### src/rtl/reg_file_pkg.sv
// Shared constants for the register file: default widths, register count and the hardwired zero index.
package reg_file_pkg;

  localparam int DEF_DATA_W = 32;
  localparam int DEF_ADDR_W = 5;
  localparam int NREGS      = 2 ** DEF_ADDR_W;
  localparam int ZERO_REG   = 0;

endpackage : reg_file_pkg

### src/rtl/reg_file_wr_decoder.sv
// Write-strobe decoder: turns waddr into a one-hot strobe qualified by we.
// Bit 0 is never set, so writes to the zero register are dropped here.
module wr_decoder
  import reg_file_pkg::*;
#(
  parameter int ADDR_W = DEF_ADDR_W
) (
  input  logic                 we,
  input  logic [ADDR_W-1:0]    waddr,
  output logic [2**ADDR_W-1:0] strobe
);

  always_comb begin
    strobe = '0;
    if (we) begin
      strobe[waddr] = 1'b1;
    end
    strobe[ZERO_REG] = 1'b0;
  end

endmodule : wr_decoder

### src/rtl/reg_file.sv
// Register file: one write port, two combinational read ports, register 0 reads as zero.
// Define REG_FILE_BYPASS_EN to forward same-cycle write data to matching read ports.
module reg_file
  import reg_file_pkg::*;
#(
  parameter int DATA_W = DEF_DATA_W,
  parameter int ADDR_W = DEF_ADDR_W
) (
  input  logic              clk,
  input  logic              rst,
  input  logic              we,
  input  logic [ADDR_W-1:0] waddr,
  input  logic [DATA_W-1:0] wdata,
  input  logic [ADDR_W-1:0] raddr1,
  input  logic [ADDR_W-1:0] raddr2,
  output logic [DATA_W-1:0] rdata1,
  output logic [DATA_W-1:0] rdata2
);

  localparam int NR = 2 ** ADDR_W;
  localparam logic [ADDR_W-1:0] ZERO_ADDR = ADDR_W'(ZERO_REG);

  logic [NR-1:0]     strobe;
  logic [DATA_W-1:0] regs [NR];

  wr_decoder #(
    .ADDR_W(ADDR_W)
  ) u_wr_decoder (
    .we    (we),
    .waddr (waddr),
    .strobe(strobe)
  );

  always_ff @(posedge clk) begin
    if (rst) begin
      for (int i = 0; i < NR; i++) begin
        regs[i] <= '0;
      end
    end else begin
      for (int i = 0; i < NR; i++) begin
        if (strobe[i]) begin
          regs[i] <= wdata;
        end
      end
    end
  end

  // Zero index is masked at the mux so r0 reads 0 even before the first reset.
  always_comb begin
    rdata1 = '0;
    if (raddr1 != ZERO_ADDR) begin
      rdata1 = regs[raddr1];
    end
`ifdef REG_FILE_BYPASS_EN
    if (we && (waddr != ZERO_ADDR) && (raddr1 == waddr)) begin
      rdata1 = wdata;
    end
`endif
  end

  always_comb begin
    rdata2 = '0;
    if (raddr2 != ZERO_ADDR) begin
      rdata2 = regs[raddr2];
    end
`ifdef REG_FILE_BYPASS_EN
    if (we && (waddr != ZERO_ADDR) && (raddr2 == waddr)) begin
      rdata2 = wdata;
    end
`endif
  end

endmodule : reg_file
### config.mk
export PLATFORM = sky130hd
export DESIGN_NAME = reg_file
export DESIGN_NICKNAME = d
export VERILOG_FILES = /design/src/rtl/reg_file_pkg.sv /design/src/rtl/reg_file_wr_decoder.sv /design/src/rtl/reg_file.sv
export SDC_FILE = /design/constraint.sdc
export NUM_CORES = 2
export LEC_CHECK = 0
export CORE_AREA = 4 4 273 542
export CTS_CLUSTER_SIZE = 8
export DETAILED_ROUTE_END_ITERATION = 8
export DIE_AREA = 0 0 277 546
export PLACE_DENSITY_LB_ADDON = 0.12
export REMOVE_ABC_BUFFERS = 1
export SYNTH_ARGS = -nofsm -noshare
export SYNTH_HDL_FRONTEND = slang
export SYNTH_HIERARCHICAL = 1
export SYNTH_SLANG_ARGS = --single-unit
### constraint.sdc
create_clock -name clk -period 4 [get_ports clk]
set_clock_uncertainty 0.2 [all_clocks]
set_input_delay 1.2 -clock clk [delete_from_list [all_inputs] [get_ports clk]]
set_output_delay 1.2 -clock clk [all_outputs]
set_load 0.01 [all_outputs]
Word level (Yosys, flattened, before mapping) --
Memory sizes are Yosys's and may differ from the RTL's. Index checks and enable logic that the tools add are counted.
Cells by class: reductions and logical operators 3, order comparisons 2, mux-type cells 131, bitwise gates (word level) 31
Operator list (count):
- 2-to-1 mux 32 bit | 34
- 2-to-1 mux 1 bit | 96
- OR 1 bit | 31
- nonzero test 5 bit | 2
- < comparator 5 x 6 -> 1 bit (second input constant) | 1
- demux 1 bit (select 5 bit) | 1
- greater-or-equal comparator 5 x 1 -> 1 bit (second input constant) | 1
- logical AND 1 bit | 1
Storage, ports and cells: memory bits (writable) 1024, output and inout bits 64, logic and storage cells 168, memories 1, register bits after elaboration 0
Memories:
- regs | words 32, width 32, rd ports 2, clocked after Yosys merged registers in 0, wr ports 32, line reg_file.sv:24 | logic [DATA_W-1:0] regs [NR];

Longest topological paths before layout --
depth after elaboration 9, mapped depth 9

Modules after synthesis --
The synthesis kept the hierarchy.
By module, submodules not included:
- reg_file | sequential area each 30749.5 um2, times used 1, cells each 2984, area each 51200.4 um2
- wr_decoder | sequential area each 0.0 um2, times used 1, cells each 48, area each 237.7 um2

Least setup slack after synthesis --
No wires, ideal clock.
kind input to output, start input raddr1[0], end output rdata1[29], arrival time 2.855 ns, setup slack -0.255 ns, path buffers 4, cell stages on the path 7, cell sequence buf_6 -> buf_6 -> buf_6 -> buf_6 -> mux4_2 -> and3b_1 -> a2111oi_0
Between the ends: word-level cells in the longest chain between the ends 2, elaborated cells on any way between the ends 3, those cells by class mux: 1; reduce/logical: 1; memory: 1
RTL lines:
- start: declaration | line reg_file.sv:14 | input logic [ADDR_W-1:0] raddr1,
- memory (32 x 32 bit) / nonzero test 5 bit (equally long branches)
- 2-to-1 mux 32 bit (*) | line reg_file.sv:51 | if (raddr1 != ZERO_ADDR) begin
- end: declaration | line reg_file.sv:16 | output logic [DATA_W-1:0] rdata1,
Mark *: on every way between the ends. The rest lies on a longest branch, timed or not.

Worst setup path after layout --
start input raddr2[1], end output rdata2[13]
Between the ends: word-level cells in the longest chain between the ends 2, elaborated cells on any way between the ends 3, those cells by class mux: 1; reduce/logical: 1; memory: 1
RTL lines:
- start: declaration | line reg_file.sv:15 | input logic [ADDR_W-1:0] raddr2,
- memory (32 x 32 bit) / nonzero test 5 bit (equally long branches)
- 2-to-1 mux 32 bit (*) | line reg_file.sv:63 | if (raddr2 != ZERO_ADDR) begin
- end: declaration | line reg_file.sv:17 | output logic [DATA_W-1:0] rdata2
Marks and branches as above.

==> key figures <==
Outcome
  – Run status: complete, but fails checks
  – Violated checks: setup timing

STA
  – Slew at the pin closest to its max-slew limit: 1340 ps
  – Final worst slack: -706 ps
  – RSZ-0062 raised after global routing: yes
  – Max Fclk: 0.212 GHz
  – Final hold slack: 1130 ps
  – Relative slew margins: 0.101
  – Final Setup Violations: 64
  – Max-slew violation count: 0
  – Final hold vios: 0
  – Min Tclk post-route: 4710 ps
  – Final worst-path cycle share: 1.18

Clocking
  – Root Buffer: clkbuf_16
  – CTS Buf Count: 153
  – Clock slew at reported path FFs: 50 ps
  – CTS H-tree depth: 4
  – CTS tree: done
  – Sink Count: 1024
  – CTS max path bufs: 4

Placed design
  – Placed instance area: 0.0586 mm²
  – IO buf count: 113
  – DP HPWL: 134000 µm
  – Final GP Congestion: 0.845

Logic synthesis
  – Synth top area share: 0.598
  – EDFF count, synth: 1024
  – Unique masters post-synth: 44
  – Mapped Cells: 3032
  – Synth area leader: edfxtp_1
  – Syn_area_per_cell: 17.0 µm²
  – Sequential area share after synthesis: 0.598
  – Synth Warn #: 6
  – Async set-reset flop share out of synthesis: 0
  – Area contributors post-synth: edfxtp_1 60%, mux4_2 20%, and2_1 7.0%
  – Top FF cell, synth: edfxtp_1
  – Yosys reg bits: 1024
  – Synth Cell Area: 0.0514 mm²

Finish
  – Largest register FFs: 1024
  – Top Registers: regs: 1024 flops
  – Final instance area: 0.0680 mm²
  – Syn-to-layout area delta: 32.2%
  – Final net count: 3720
  – Share of cells above drive strength 1: 0.459
  – Top reg by flops: regs

Die
  – Die ar.: 0.151 mm²
  – Die width: 277 µm
  – Chip height: 546 µm
  – Number of core rows: 197
  – Initial Utilization: 0.357
  – Number of I/O pins: 114
  – Placeable core area: 0.144 mm²

GRT
  – Largest net degree at the start of global routing: 34
  – Initial antenna violation count: 10
  – Total grt overflow: 0
  – First-pass GRT wire length: 297000 µm
  – Number of global-route vias before repair: 36821
  – Overall Global Routing Usage: 0.281

Critical path
  – Critical path class: input pin to primary output
  – Crit end category: primary output
  – Crit path max fanout: 8
  – Req. time, crit path: 2600 ps
  – CP startpoint kind: input pin
  – Arr. time, crit path: 3310 ps

Detailed routing
  – Vias per cell: 6.11
  – Routed length per instance: 39.0 µm
  – Final wirelength: 218000 µm
  – DRC Markers: 0
  – Drt pass-1 iters: 7
  – Total vias in the final route: 34021
  – Detail Route Antenna Nets: 0
  – DR iter-0 viols: 3593

Job
  – Max-cap violations: 0

Hold path
  – Hold Path Origin: wdata[24]
  – Min-Delay Endpoint: regs[31][24]$_DFFE_PP_
  – Worst hold path depth: 2
  – Hold WC Path Type: input pin to flop

Power
  – Pwr dens: 429 mW/mm²
  – Power consumption: 29.2 mW
  – Leak Pwr: 24.0 nW
  – VDD IR max: 0.000276 V
[cell type report]
| class | count | area, µm² |
|---|---|---|
| fillers | 12166 | 75900 |
| flip-flops and latches | 1024 | 30700 |
| multi-input cells | 1717 | 21600 |
| repair buffers | 773 | 9360 |
| clock buffers | 156 | 3900 |
| well taps | 1890 | 2360 |
| clock inverters | 4 | 56.3 |
| diodes | 6 | 15.0 |
| inverters | 1 | 3.75 |
[critical path, stage by stage]
cell     delay (ps)
buf_16          140
buf_16          140
buf_12          130
buf_8           110
buf_16          130
mux4_2          510
mux4_2          510
o22ai_4         180
nor3_4           80
buf_6           130
[where the power goes]
group          total [mW]  switching, mW  internal [mW]  leakage (nW)
Sequential           13.1          0.413           12.6          9.86
Combinational        4.69           2.41           2.28          12.2
Clock                11.4           4.60           6.82          1.95
Total                29.2           7.43           21.7          24.0
[layout by cell type, fill, tap and decap left out, types with 18 or more instances in the layout]
cell	instances
o22ai_2	37
buf_4	346
mux4_2	460
mux2i_1	155
buf_12	172
nor2b_1	27
or2_2	33
edfxtp_1	1024
buf_8	39
a211oi_2	25
a22o_4	21
a22o_1	39
and2_1	578
buf_6	93
nor3_2	41
clkbuf_16	158
mux2_2	29
nor2_4	18
o221ai_1	23
clkdlybuf4s50_1	38
buf_2	45
buf_16	33
a2111oi_4	30
o22ai_1	29
[repair_timing]
| item | CTS | global route |
|---|---|---|
| pin swaps | 116 | 115 |
| buffers inserted | 170 | 96 |
| gates cloned | 23 | 2 |
| gates resized for setup | 759 | 188 |
| hold buffers | 0 | 0 |
| endpoints found under the setup margin | 64 | 64 |
[layer usage]
layer  share of wire  global-route usage  wire (µm)  vias to the layer above
met3           0.059              0.0395      12800                      684
met5               0                   0          0                        -
met1            0.34               0.313      74400                    18076
met4           0.078               0.170      16900                        0
met2            0.52               0.508     113000                     1751
li1                -                   -          -                    13510
[cell usage after synthesis (2+ instances only)]
cell       count
edfxtp_1    1024
and2_1       579
mux4_2       460
mux2i_1      169
clkbuf_1     165
o22ai_1       82
a22o_1        60
nor3_1        58
buf_2         47
buf_4         45
nor2b_1       40
nor2_1        35
or2_2         35
a211oi_1      34
a2111oi_0     31
mux2_2        31
o221ai_1      30
buf_1         19
a22oi_1       16
buf_6         14
a21oi_1        9
nand2b_1       7
nand2_1        6
a32o_1         4
nor4_1         4
nand3b_1       3
nand4b_1       3
nand4bb_1      3
a31oi_1        2
o211ai_1       2
or3b_2         2
[through the flow]
step	setup TNS [ps]	instances	setup slack [ps]	util
floorplan	-65630	2742	-1340	-
global placement	-80880	5189	-1550	0.407
detailed placement	-80490	5189	-1540	0.407
CTS	-36180	5505	-736	0.465
global route	-37220	5566	-743	0.472
finish	-34840	5571	-706	0.473
[worst max path at each step]
stage / startpoint / to / slack (ps) / depth (start not counted)
floorplan: raddr1[1] / rdata1[10] / -1340 / 4
global placement: raddr1[3] / rdata1[16] / -1550 / 9
detailed placement: raddr1[3] / rdata1[18] / -1540 / 10
CTS: raddr2[1] / rdata2[5] / -740 / 10
global route: raddr2[1] / rdata2[13] / -740 / 10
finish: raddr2[1] / rdata2[13] / -710 / 10
[logic make-up (layout without fill, tap and decap cells)]
| family | Yosys count | after routing | share of synthesized area |
|---|---|---|---|
| other | 1 | 7 | 0.0000729 |
| DFF | 1024 | 1024 | 0.598 |
| muxes | 660 | 660 | 0.241 |
| buffers and inverters | 291 | 934 | 0.0277 |
| and+or+nand+nor | 784 | 784 | 0.0930 |
| AOI/OAI and AO/OA | 272 | 272 | 0.0404 |
No activity file was read; power rests on OpenSTA's default activity.
